File: config.mk
export PLATFORM = sky130hd
export DESIGN_NAME = tone_freq_selector
export DESIGN_NICKNAME = d
export VERILOG_FILES = /design/src/rtl/tone_pkg.sv /design/src/rtl/tone_freq_selector_sine_quarter_rom.sv /design/src/rtl/tone_freq_selector.sv
export SDC_FILE = /design/constraint.sdc
export NUM_CORES = 1
export LEC_CHECK = 0
export BUFFER_PORTS_ARGS = -buffer_cell sky130_fd_sc_hd__buf_2
export CORE_UTILIZATION = 64
export DETAILED_ROUTE_END_ITERATION = 7
export PLACE_DENSITY = 0.86
export SYNTH_ARGS = -nofsm -noshare
export SYNTH_HDL_FRONTEND = slang
export SYNTH_SLANG_ARGS = --single-unit
File: constraint.sdc
create_clock -name clk -period 9.5 [get_ports clk]
set_input_delay 2.85 -clock clk [delete_from_list [all_inputs] [get_ports clk]]
set_output_delay 2.85 -clock clk [all_outputs]
set_load 0.05 [all_outputs]
File: src/rtl/tone_pkg.sv
// Shared widths, waveform-select codes and switch-bank layout for the tone generator.
package tone_pkg;

    localparam int unsigned DIV_W  = 8;
    localparam int unsigned PH_W   = 8;
    localparam int unsigned WAVE_W = 8;
    localparam int unsigned SEL_W  = 3;
    localparam int unsigned SW_W   = SEL_W + DIV_W;
    localparam int unsigned ROM_AW = 6;
    localparam int unsigned ROM_DW = 7;

    localparam logic [WAVE_W-1:0] MIDSCALE = 8'h80;
    localparam logic [DIV_W-1:0]  DIV_MAX  = '1;

    typedef enum logic [SEL_W-1:0] {
        WS_SQUARE = 3'b000,
        WS_SAW    = 3'b001,
        WS_TRI    = 3'b010,
        WS_RSAW   = 3'b011,
        WS_SINE   = 3'b100
    } wave_sel_e;

    typedef struct packed {
        wave_sel_e        sel;
        logic [DIV_W-1:0] load;
    } sw_cfg_t;

    // Fold the phase into a quarter-wave ROM address (mirror the second quarter).
    function automatic logic [ROM_AW-1:0] sine_index(input logic [PH_W-1:0] p);
        return p[PH_W-2] ? ~p[ROM_AW-1:0] : p[ROM_AW-1:0];
    endfunction

endpackage

File: src/rtl/tone_freq_selector_sine_quarter_rom.sv
// Quarter-wave sine magnitude table: mag = round(127*sin(pi/2*(k+0.5)/64)).
module sine_quarter_rom
    import tone_pkg::*;
(
    input  logic [ROM_AW-1:0] idx_i,
    output logic [ROM_DW-1:0] mag_o_c
);

    localparam logic [ROM_DW-1:0] ROM [64] = '{
        7'd2,   7'd5,   7'd8,   7'd11,  7'd14,  7'd17,  7'd20,  7'd23,
        7'd26,  7'd29,  7'd32,  7'd35,  7'd38,  7'd41,  7'd44,  7'd47,
        7'd50,  7'd53,  7'd56,  7'd58,  7'd61,  7'd64,  7'd67,  7'd69,
        7'd72,  7'd74,  7'd77,  7'd79,  7'd82,  7'd84,  7'd86,  7'd89,
        7'd91,  7'd93,  7'd95,  7'd97,  7'd99,  7'd101, 7'd103, 7'd105,
        7'd106, 7'd108, 7'd110, 7'd111, 7'd113, 7'd114, 7'd115, 7'd117,
        7'd118, 7'd119, 7'd120, 7'd121, 7'd122, 7'd123, 7'd124, 7'd124,
        7'd125, 7'd125, 7'd126, 7'd126, 7'd127, 7'd127, 7'd127, 7'd127
    };

    assign mag_o_c = ROM[idx_i];

endmodule

File: src/rtl/tone_freq_selector.sv
// Switch-programmable tone generator: reloadable divider -> phase counter -> registered waveform shaper.
module tone_freq_selector
    import tone_pkg::*;
(
    output logic              cout4,
    input  logic [SW_W-1:0]   SW,
    input  logic              clk,
    input  logic              init,
    output logic              cout5,
    output logic              cout6,
    output logic              cout7,
    output logic              cout0,
    output logic              cout1,
    output logic              cout2,
    output logic              cout3,
    output logic              FreqSelector,
    output logic [WAVE_W-1:0] wave,
    input  logic              rst
);

    sw_cfg_t             sw_cfg;
    logic [DIV_W-1:0]    div_cnt_q, div_cnt_d;
    logic                tick_q, tick_d;
    logic [PH_W-1:0]     cout_q, cout_d;
    logic [WAVE_W-1:0]   wave_q, wave_d;
    logic [WAVE_W-1:0]   tri_v;
    logic [ROM_DW-1:0]   sine_mag;

    assign sw_cfg = sw_cfg_t'(SW);

    // Divider: preload while idle, count up and reload at all-ones so a period is never cut short.
    // The tick is registered so it is high exactly in the cycle the counter sits at all-ones.
    always_comb begin
        div_cnt_d = sw_cfg.load;
        tick_d    = 1'b0;
        if (init) begin
            if (div_cnt_q != DIV_MAX) begin
                div_cnt_d = div_cnt_q + DIV_W'(1);
            end
            tick_d = (div_cnt_d == DIV_MAX);
        end
    end

    // A tick already registered still advances the phase even if init drops in that cycle.
    always_comb begin
        cout_d = cout_q + PH_W'(tick_q);
    end

    sine_quarter_rom u_sine_rom (
        .idx_i   (sine_index(cout_q)),
        .mag_o_c (sine_mag)
    );

    always_comb begin
        tri_v  = {cout_q[PH_W-2:0], 1'b0};
        wave_d = MIDSCALE;
        case (sw_cfg.sel)
            WS_SQUARE: wave_d = cout_q[PH_W-1] ? '1 : '0;
            WS_SAW:    wave_d = cout_q;
            WS_TRI:    wave_d = cout_q[PH_W-1] ? ~tri_v : tri_v;
            WS_RSAW:   wave_d = ~cout_q;
            WS_SINE:   wave_d = cout_q[PH_W-1] ? (MIDSCALE - WAVE_W'(sine_mag))
                                               : (MIDSCALE + WAVE_W'(sine_mag));
            default:   wave_d = MIDSCALE;
        endcase
    end

    always_ff @(posedge clk or negedge rst) begin
        if (!rst) begin
            div_cnt_q <= '0;
            tick_q    <= 1'b0;
            cout_q    <= '0;
            wave_q    <= '0;
        end else begin
            div_cnt_q <= div_cnt_d;
            tick_q    <= tick_d;
            cout_q    <= cout_d;
            wave_q    <= wave_d;
        end
    end

    assign FreqSelector = tick_q;
    assign wave         = wave_q;
    assign cout0        = cout_q[0];
    assign cout1        = cout_q[1];
    assign cout2        = cout_q[2];
    assign cout3        = cout_q[3];
    assign cout4        = cout_q[4];
    assign cout5        = cout_q[5];
    assign cout6        = cout_q[6];
    assign cout7        = cout_q[7];

endmodule

==> results of run 1 <==
-- synth_stat cells (6+ instances only) --
| cell type | n |
|---|---|
| xnor2_1 | 26 |
| inv_1 | 10 |
| a21oi_1 | 19 |
| nand2_1 | 37 |
| clkbuf_1 | 11 |
| a22oi_1 | 6 |
| xor2_1 | 6 |
| dfrtp_1 | 25 |
| o21ai_0 | 20 |
| buf_2 | 12 |
| nor2b_1 | 9 |
| ha_1 | 13 |
| nor2_1 | 23 |
| nand3_1 | 13 |
| nand2b_1 | 8 |
| mux2i_1 | 7 |
-- registers in the layout, summed over array words and instances, names as in the netlist --
| name | count |
|---|---|
| wave | 8 |
| FreqSelector | 1 |
| cout_q | 8 |
| div_cnt_q | 8 |
-- layout make-up --
| type | instances | area (sq um) | area share [%] |
|---|---|---|---|
| Clock buffer | 3 | 41.3 | 1.43 |
| Clock inverter | 1 | 7.51 | 0.259 |
| Inverter | 11 | 41.3 | 1.43 |
| Multi-Input combinational cell | 285 | 1950 | 67.2 |
| Sequential cell | 25 | 626 | 21.6 |
| Tap cell | 50 | 62.6 | 2.16 |
| Timing Repair Buffer | 33 | 173 | 5.96 |
-- per-stage QoR --
| stage | power, W | hold WS, ns | cells |
|---|---|---|---|
| floorplan | 0.000205 | 0.512 | 353 |
| global placement | 0.000226 | 0.482 | 404 |
| detailed placement | 0.000229 | 0.481 | 404 |
| CTS | 0.000294 | 0.517 | 408 |
| global route | 0.000312 | 0.539 | 408 |
| finish | 0.000294 | 0.513 | 408 |
-- how the worst min path moves through the flow --
stage                        endpoint  slack (ns)
2_1_floorplan  div_cnt_q[0]$_DFF_PN0_        0.51
3_3_place_gp      cout_q[0]$_DFF_PN0_        0.48
3_5_place_dp      cout_q[0]$_DFF_PN0_        0.48
4_1_cts           cout_q[0]$_DFF_PN0_        0.52
5_1_grt           cout_q[0]$_DFF_PN0_        0.54
6_report          cout_q[0]$_DFF_PN0_        0.51
-- power by group --
group | switching, W | total (W) | internal, W | leakage, nW
Combinational | 0.0000637 | 0.000103 | 0.0000394 | 0.823
Sequential | 0.0000119 | 0.000126 | 0.000114 | 0.323
Clock | 0.0000355 | 0.0000653 | 0.0000298 | 0.0217
Total | 0.000111 | 0.000294 | 0.000183 | 1.17
-- layer usage --
| metal | global-route usage [%] | part of all wire (%) | vias to the layer above |
|---|---|---|---|
| met5 | 0 | 0 | - |
| met4 | 8.33 | 1.4 | 0 |
| met3 | 7.33 | 7.8 | 16 |
| met2 | 47.4 | 48 | 134 |
| met1 | 41.8 | 43 | 1244 |
| li1 | - | - | 1292 |
-- logic make-up after synthesis --
family	count (synthesis)	share of synthesized area, %
buffers and inverters	43	7.93
AOI/OAI and AO/OA	105	26.7
adders and majority gates	13	5.82
and+or+nand+nor	120	21.2
DFF	25	22.4
muxes	14	5.33
xor gates and xnor gates	33	10.6
==> summary.txt, run 1 <==
Yosys
  • Post-synth EDFFs: 0
  • Cell variety after synth: 66
  • Post-Syn Nets: 380
  • Ys async rst share: 100%
  • Synth top area share: 22.4%
  • Mapped cell area: 0.00279 sq mm
  • Biggest area consumer among synthesized cells: dfrtp_1
  • Seq/Total Area, Yosys: 22.4%
  • Syn Area/Cell: 7.91 sq um
  • Mapped Cells: 353
  • #FFs+latches synth: 25
  • Synth warnings: 0
  • Ys flop type: dfrtp_1
  • Top cells by area, synth: dfrtp_1, xnor2_1, ha_1

Timing
  • Slew Viols, Final: 0
  • Max Fclk: 220 MHz
  • Slew @ Worst Pin: 0.997 ns
  • Fin. Hold Viols: 0
  • Setup_tns: 0 ns
  • Worst rel slew slack: 33.5%
  • Finish-stage setup viols: 0
  • Crit share post-route: 47.8%
  • Setup ws final: 4.96 ns
  • RSZ-0062 raised after global routing: false
  • Tmin final: 4.54 ns
  • Layout Skew: 0.00299 ns

Drt
  • Pre-antenna DRT Iters: 6
  • Final ANT Viol Nets: 0
  • Wirelength, routed: 6.61 mm
  • 1st-iter DRT viols: 359
  • Via count: 2686
  • Final routed DRC violation total: 0
  • DR WL/cell: 16.2 um
  • Via density per instance: 6.58

GRT
  • Initial antenna violation count: 0
  • Number of global-route vias before repair: 2314
  • Congestion Overflow GR: 0
  • GRT Overall Usage: 30.5%
  • First-pass GRT wire length: 10.7 mm
  • Largest net degree at the start of global routing: 52

Clocking
  • H-tree depth: 1
  • Clock Path Buffers: 2
  • Worst skew pair latency: 0.27 ns
  • CTS root buf: clkbuf_8
  • TritonCTS clock tree: done
  • Register clock-pin slew on the reported worst setup and hold paths: 0.09 ns
  • TritonCTS Buffers: 3
  • Post_cts resized: 0
  • Post-CTS setup buffers: 0
  • # hold bufs at CTS: 0
  • CTS sink cnt: 25

Final layout
  • Post-route cell area: 0.00290 sq mm
  • Nets: 386
  • Most frequent cells in the layout: nand2_1, buf_2, xnor2_1, dfrtp_1, nor2_1
  • Layout cells sized above 1: 14.2%
  • Inserted Diodes: 0
  • Commonest non-fill, non-tap cell in the layout: nand2_1
  • Area growth from synthesis to layout: 3.72%
  • Post-layout util: 70.9%
  • Layout fillers: 326

Worst setup path
  • Critical-path maximum fanout: 30
  • Worst stage delay on the critical path: 1.01 ns
  • Crit path capture: cout4
  • CP Data Required Time: 6.65 ns
  • Worst Path Buf+Inv: 1
  • R2R depth: 12
  • Reg-to-Reg End: wave[6]$_DFF_PN0_
  • Number of cells on the critical path: 1
  • Worst path slowest cell: dfrtp_1
  • Critical path launch point type: flop
  • Crit Path Class: flop to output pin
  • Worst EP arrival: 1.69 ns
  • RR Startpoint: cout_q[6]$_DFF_PN0_
  • CP endpoint kind: output pin
  • Worst Setup SP: cout_q[4]$_DFF_PN0_
  • Crit-path cells: buf_2
  • R2R setup slack: 5.46 ns
  • CP top delay family: flip-flops

Hold path
  • Worst min path class: flop to flop
  • Hold_sp: FreqSelector$_DFF_PN0_
  • Hold Crit Depth: 1

Power and ir drop
  • Lkg Pwr: 1.17 nW
  • Pwr per Cell Area: 102 mW/mm^2
  • Max VDD drop: 0.0865 mV

Floorplan
  • Core Area: 0.00409 sq mm
  • Initial Util: 68.3%
  • Site Rows: 23
  • Num ports: 31
  • Die area: 0.00463 sq mm
  • Die width: 68.1 um
  • Die height: 68.1 um

Outcome
  • Status: complete, no violations

Placed design
  • Total cell area at the placement stage: 0.00285 sq mm
  • Post-DP HPWL: 4.60 mm
  • Port-buffer cells: 30
  • Gpl congestion: 0.956
  • Placement-stage worst setup slack: 5.27 ns

Job
  • Max-Cap Viols: 0
No activity file was read; power rests on OpenSTA's default activity.
==> run 2, diff against run 1 <==
Settings changed: CORE_UTILIZATION 64 to 54, PLACE_DENSITY 0.86 to 0.77.
Clock period 9.5 ns to 4.1 ns, I/O delays scaled along.
==> run 2 against run 1 <==
Effect of this change:
- register-to-register slack worse by 4.7 ns
- critical path depth is 11 higher
- global-route usage is 4.1 points lower
- cell area is 1.4% higher
- critical path type is now flop to flop
- critical endpoint is now wave[6]$_DFF_PN0_
==> summary.txt, run 2 (same netlist as run 1, synthesis figures left out) <==
Final layout
  • Most frequent cells in the layout: nand2_1, buf_2, xnor2_1, dfrtp_1, nor2_1
  • Layout cells sized above 1: 14.7% (+0.44 points)
  • Nets: 389 (+0.78%)
  • Commonest non-fill, non-tap cell in the layout: nand2_1
  • Area growth from synthesis to layout: 5.15%
  • Post-route cell area: 0.00294 sq mm (+1.4%)
  • Post-layout util: 60.6% (-10 points)
  • Inserted Diodes: 0 (unchanged)

Floorplan
  • Die width: 73.9 um (+8.6%)
  • Die area: 0.00546 sq mm (+18%)
  • Initial Util: 57.6% (-11 points)
  • Die height: 73.9 um (+8.6%)
  • Num ports: 31 (unchanged)
  • Site Rows: 25 (+8.7%)
  • Core Area: 0.00485 sq mm (+19%)

Power and ir drop
  • Pwr Total: 0.000680 W (+130%)
  • P_int: 0.000427 W (+130%)
  • Max VDD drop: 0.228 mV (+160%)
  • Switching power: 0.000252 W (+130%)
  • Sw frac: 37.1% (-0.70 points)
  • Combinational fraction of design power: 37.3% (+2.3 points)
  • Clock share of power: 21.4% (-0.8 points)
  • Pwr per Cell Area: 231 mW/mm^2 (+130%)
  • Reg power frac: 41.3% (-1.5 points)
  • Lkg Pwr: 1.18 nW (+1.5%)

Drt
  • Via count: 2724 (+1.4%)
  • 1st-iter DRT viols: 292 (-19%)
  • DR WL/cell: 16.2 um (+0.28%)
  • Pre-antenna DRT Iters: 6 (unchanged)
  • Wirelength, routed: 6.95 mm (+5.2%)
  • Final ANT Viol Nets: 0 (unchanged)
  • Final routed DRC violation total: 0 (unchanged)
  • Via density per instance: 6.36 (-3.3%)

Worst setup path
  • CP Data Required Time: 4.24 ns (-2.41 ns)
  • Worst EP arrival: 3.48 ns (+1.79 ns)
  • CP endpoint kind: flop
  • Crit Path Class: flop to flop
  • Critical path launch point type: flop
  • Critical-path maximum fanout: 5 (-83%)

Placed design
  • Post-DP HPWL: 4.95 mm (+7.6%)
  • Total cell area at the placement stage: 0.00289 sq mm (+1.5%)
  • Port-buffer cells: 30 (unchanged)
  • Gpl congestion: 0.961 (+0.57%)

Clocking
  • CTS root buf: clkbuf_8
  • TritonCTS clock tree: done
  • Post_cts resized: 0 (unchanged)
  • Worst skew pair latency: 0.27 ns (about the same)
  • Register clock-pin slew on the reported worst setup and hold paths: 0.09 ns (about the same)
  • TritonCTS Buffers: 3 (unchanged)
  • CTS sink cnt: 25 (unchanged)
  • Post-CTS setup buffers: 0 (unchanged)
  • H-tree depth: 1 (unchanged)
  • Clock Path Buffers: 2 (unchanged)
  • # hold bufs at CTS: 0 (unchanged)

Timing
  • Slew @ Worst Pin: 0.865 ns (-0.132 ns)
  • Finish-stage setup viols: 0 (unchanged)
  • Tmin final: 3.34 ns
  • Fin. Hold Viols: 0 (unchanged)
  • Layout Skew: 0.00277 ns (-0.000214 ns)
  • Slew Viols, Final: 0 (unchanged)
  • Worst rel slew slack: 42.3% (+8.8 points)
  • Setup_tns: 0 ns (unchanged)
  • Crit share post-route: 81.4%
  • Max Fclk: 300 MHz
  • RSZ-0062 raised after global routing: false
  • Hold slack final: 0.500 ns (-0.0132 ns)

GRT
  • M3 GR Usage: 4.66% (-2.7 points)
  • Congestion Overflow GR: 0 (unchanged)
  • Met1 track demand over resource: 36.6% (-5.2 points)
  • GRT Overall Usage: 26.4% (-4.1 points)
  • First-pass GRT wire length: 11.2 mm (+5.4%)
  • GRT busiest layer: met2
  • Grt met2 use: 41.6% (-5.8 points)
  • Initial antenna violation count: 0 (unchanged)
  • Number of global-route vias before repair: 2377 (+2.7%)
  • Largest net degree at the start of global routing: 42 (-19%)

Outcome
  • Status: complete, no violations

Job
  • Max-Cap Viols: 0 (unchanged)

Hold path
  • Worst min path class: flop to flop
run 2: metrics by stage:
step | setup WS (ns) | instances
3_3_place_gp | 0.968 | 424
2_1_floorplan | 0.338 | 353
3_5_place_dp | 0.824 | 424
5_1_grt | 0.469 | 428
4_1_cts | 0.809 | 428
6_report | 0.762 | 428
run 2: metal layers:
metal  vias to the layer above  routed length, um  share of wire (%)
met2                       119               3290                 47
met4                         0                177                2.5
met1                      1287               3020                 43
li1                       1296                  -                  -
met5                         -                  0                  0
met3                        22                462                6.6
run 2: worst paths after layout:
check	endpoint	from	cells after the start	slack [ns]
min in group asynchronous	wave[4]$_DFF_PN0_	rst	1	0.95
min	cout_q[0]$_DFF_PN0_	FreqSelector$_DFF_PN0_	1	0.50
max	wave[6]$_DFF_PN0_	cout_q[6]$_DFF_PN0_	12	0.76
max in group asynchronous	cout_q[3]$_DFF_PN0_	rst	1	2.77
min reg2reg	cout_q[0]$_DFF_PN0_	FreqSelector$_DFF_PN0_	1	0.50
max reg2reg	wave[6]$_DFF_PN0_	cout_q[6]$_DFF_PN0_	12	0.76
run 2: power by group through the flow:
stage	combinational (W)	clock, W	sequential [W]
final	0.000253	0.000146	0.000281
after global routing	0.000282	0.000160	0.000283
after CTS	0.000251	0.000151	0.000280
after detailed placement	0.000250	0	0.000285
after global placement	0.000245	0	0.000285
after floorplan	0.000164	0	0.000310
run 2: worst max-delay path: stages, from the launching register on:
cell and delay [ns]:
dfrtp_1 0.45, xnor2_1 0.43, ha_1 0.36, nor2b_1 0.17, a211o_1 0.23, a221oi_1 0.35
nor2_1 0.07, o21ai_0 0.24, ha_1 0.21, inv_1 0.06, o41ai_2 0.35, xnor2_1 0.16
o22ai_1 0.11
run 2: area by class of cell:
cell class	instances	area (sq um)
Clock buffer	4	45.0
Fill cell	456	1910
Inverter	11	41.3
Multi-Input combinational cell	285	1950
Sequential cell	25	626
Tap cell	67	83.8
Timing Repair Buffer	36	195
==> run 3, diff against run 2 <==
Settings changed: ABC_AREA set to 1, CORE_UTILIZATION 54 to 53.
Clock period 4.1 ns to 2.7 ns, I/O delays scaled along.
==> run 3 against run 2 <==
Effect of this change:
- highest routed layer unchanged
- clock skew is essentially flat
- clock power grew 53%
- critical path type unchanged
- synthesized area shrank 15%
- combinational power grew 10%
- sequential share of layout area grew 3.1 points
==> summary.txt, run 3 <==
GRT
  • Congestion Overflow GR: 0 (unchanged)
  • GRT Overall Usage: 26.1% (-0.30 points)
  • First-pass GRT wire length: 9.31 mm (-17%)
  • Largest net degree at the start of global routing: 26 (-38%)
  • Number of global-route vias before repair: 2066 (-13%)
  • Initial antenna violation count: 0 (unchanged)

Clocking
  • Post-CTS setup buffers: 0 (unchanged)
  • TritonCTS clock tree: done
  • H-tree depth: 1 (unchanged)
  • Clock Path Buffers: 2 (unchanged)
  • Post_cts resized: 0 (unchanged)
  • TritonCTS Buffers: 3 (unchanged)
  • Worst skew pair latency: 0.27 ns (about the same)
  • # hold bufs at CTS: 0 (unchanged)
  • CTS root buf: clkbuf_8
  • Register clock-pin slew on the reported worst setup and hold paths: 0.09 ns (about the same)
  • CTS sink cnt: 25 (unchanged)

Worst setup path
  • CP top delay family: simple AND/OR/NAND/NOR gates
  • Worst EP arrival: 2.59 ns (-0.89 ns)
  • Worst stage delay on the critical path: 0.53 ns (+0.08 ns)
  • Crit-path cells: inv_1 > nand2_1 > nand2_2 > ha_1 > inv_1 > nand2_1 > nand3_1 > a21oi_1 > a21oi_4 > ha_1 > nand3_1 > nand2_1 > xnor2_1 > nand2_1 > nand3_1
  • CP endpoint kind: flop
  • RR Startpoint: cout_q[1]$_DFF_PN0_
  • Worst Setup SP: cout_q[1]$_DFF_PN0_
  • Crit Path Class: flop to flop
  • Critical path launch point type: flop
  • CP most frequent cell: nand2_1
  • Worst Path Buf+Inv: 2 (+1)
  • Critical-path maximum fanout: 10 (+5)
  • Worst path slowest cell: dfrtp_1
  • CP Data Required Time: 2.85 ns (-1.39 ns)

Timing
  • Layout Skew: 0.00294 ns (+0.000173 ns)
  • Fin. Hold Viols: 0 (unchanged)
  • Worst rel slew slack: 63.3% (+21 points)
  • Hold slack final: 0.503 ns (+0.00383 ns)
  • Setup ws final: 0.261 ns (-0.501 ns)
  • RSZ-0062 raised after global routing: false
  • Tmin final: 2.44 ns (-0.899 ns)
  • Slew Viols, Final: 0 (unchanged)
  • Crit share post-route: 90.3% (+8.9 points)
  • Slew @ Worst Pin: 0.550 ns (-0.315 ns)
  • Max Fclk: 410 MHz (+37%)
  • Finish-stage setup viols: 0 (unchanged)
  • Setup_tns: 0 ns (unchanged)

Floorplan
  • Num ports: 31 (unchanged)
  • Initial Util: 57.0% (-0.56 points)
  • Site Rows: 23 (-8.0%)
  • Die height: 68.8 um (-6.9%)
  • Core Area: 0.00414 sq mm (-15%)
  • Die width: 68.8 um (-6.9%)
  • Die area: 0.00473 sq mm (-13%)

Yosys
  • Main combinational cell family by area after synthesis: simple AND/OR/NAND/NOR gates
  • Biggest area consumer among synthesized cells: dfrtp_1
  • Post-synth EDFFs: 0 (unchanged)
  • Most frequent cell after synthesis: nand2_1
  • Mapped cell area: 0.00236 sq mm (-15%)
  • Ys flop type: dfrtp_1
  • Top cells by area, synth: dfrtp_1, nand2_1, ha_1
  • Synth warnings: 0 (unchanged)
  • Post-synthesis mux area share: 0% (-5.3 points)
  • Top post-synthesis cells by count: nand2_1, inv_1, nand3_1
  • #FFs+latches synth: 25 (unchanged)
  • Ys async rst share: 100% (unchanged)
  • Simple-gate share of the synthesized area: 39.1% (+18 points)
  • Syn Area/Cell: 6.77 sq um (-14%)
  • Cell variety after synth: 36 (-45%)
  • Synth Area in XOR/XNOR: 5.19% (-5.4 points)
  • Synth Area in Adders: 6.88% (+1.1 points)
  • Seq/Total Area, Yosys: 26.5% (+4.1 points)
  • Synth top area share: 26.5% (+4.1 points)
  • Post-Syn Nets: 376 (-1.1%)
  • Compound-Gate Fraction of Synth Area: 12.4% (-14 points)
  • Mapped Cells: 349 (-1.1%)

Placed design
  • Total cell area at the placement stage: 0.00252 sq mm (-13%)
  • Placement-stage worst setup slack: 0.287 ns (-0.537 ns)
  • Post-DP HPWL: 4.28 mm (-14%)
  • Gpl congestion: 0.915 (-4.8%)
  • Dpl cells: 422 (-0.47%)
  • Port-buffer cells: 30 (unchanged)

Power and ir drop
  • Pwr per Cell Area: 359 mW/mm^2 (+55%)
  • Max VDD drop: 0.301 mV (+32%)
  • Lkg Pwr: 1.34 nW (+13%)

Final layout
  • Area growth from synthesis to layout: 8.36%
  • Layout cells sized above 1: 19.9% (+5.3 points)
  • FF+latch area: 626 sq um (unchanged)
  • Area used by multi-input combinational logic: 0.00150 sq mm (-23%)
  • Commonest non-fill, non-tap cell in the layout: nand2_1
  • Layout fillers: 388 (-15%)
  • Inserted Diodes: 0 (unchanged)
  • Non-Filler Instances: 426 (-0.47%)
  • Most frequent cells in the layout: nand2_1, inv_1, nand3_1, buf_2, dfrtp_1
  • Nets: 404 (+3.9%)
  • Post-route cell area: 0.00256 sq mm (-13%)

Job
  • Max-Cap Viols: 0 (unchanged)

Hold path
  • Hold_sp: FreqSelector$_DFF_PN0_
  • Worst min path class: flop to flop

Drt
  • Pre-antenna DRT Iters: 4 (-2)
  • Via count: 2327 (-15%)
  • DR WL/cell: 12.7 um (-22%)
  • Final routed DRC violation total: 0 (unchanged)
  • Via density per instance: 5.46 (-14%)
  • Wirelength, routed: 5.41 mm (-22%)
  • 1st-iter DRT viols: 288 (-1.4%)
  • Final ANT Viol Nets: 0 (unchanged)

Outcome
  • Status: complete, no violations
-- run 3: cell types whose count changed after synthesis, sizes merged, moves of 8 or more --
cell / previous run / this run
buf: 21 / 9
clkbuf: 11 / 2
inv: 11 / 38
nand2: 37 / 133
nand2b: 8 / 0
nand3: 13 / 34
nor2b: 9 / 0
xnor2: 27 / 6
-- run 3: path summary, 6_finish.rpt --
check                                       to  slack, ns  depth (start not counted)
max reg2reg                  wave[4]$_DFF_PN0_       0.26                         15
max                          wave[4]$_DFF_PN0_       0.26                         15
min                        cout_q[0]$_DFF_PN0_       0.50                          1
min reg2reg                cout_q[0]$_DFF_PN0_       0.50                          1
max in group asynchronous  cout_q[6]$_DFF_PN0_       1.82                          1
min in group asynchronous    wave[0]$_DFF_PN0_       0.52                          1
-- run 3: logic make-up (layout without fill, tap and decap cells) --
| logic type | Yosys count | in the layout |
|---|---|---|
| XOR/XNOR | 14 | 14 |
| buffers and inverters | 50 | 77 |
| adder cells (fa/ha/maj) | 13 | 13 |
| AND/OR/NAND/NOR | 198 | 198 |
| flip-flops | 25 | 25 |
| AO/OA/AOI/OAI | 49 | 49 |
-- run 3: layout make-up --
type                    count  share of cell area, %
inverters                  39                   5.72
repair buffers             34                   7.03
multi-input cells         274                   58.6
clock buffers               4                   1.76
flip-flops and latches     25                   24.4
well taps                  50                   2.44
-- run 3: where the power goes --
group | switching [W] | leakage, nW | internal [W] | total, W
clock | 0.000117 | 0.0228 | 0.000106 | 0.000223
sequential | 0.0000201 | 0.326 | 0.000398 | 0.000418
combinational | 0.000182 | 0.996 | 0.0000968 | 0.000279
-- run 3: per-stage QoR --
| stage | util [%] | power, W |
|---|---|---|
| after global routing | 61.8 | 0.000982 |
| after detailed placement | 60.7 | 0.000702 |
| after floorplan | - | 0.000634 |
| after global placement | 60.7 | 0.000698 |
| final | 61.8 | 0.000921 |
| after CTS | 61.8 | 0.000924 |
-- run 3: metal layers --
metal  share of wire, %  global-route usage (%)  vias up
li1                   -                       -     1182
met1                 45                    35.3     1044
met2                 47                    42.6       91
met3                6.4                    3.62       10
met4                1.8                    8.42        0
met5                  0                       0        -
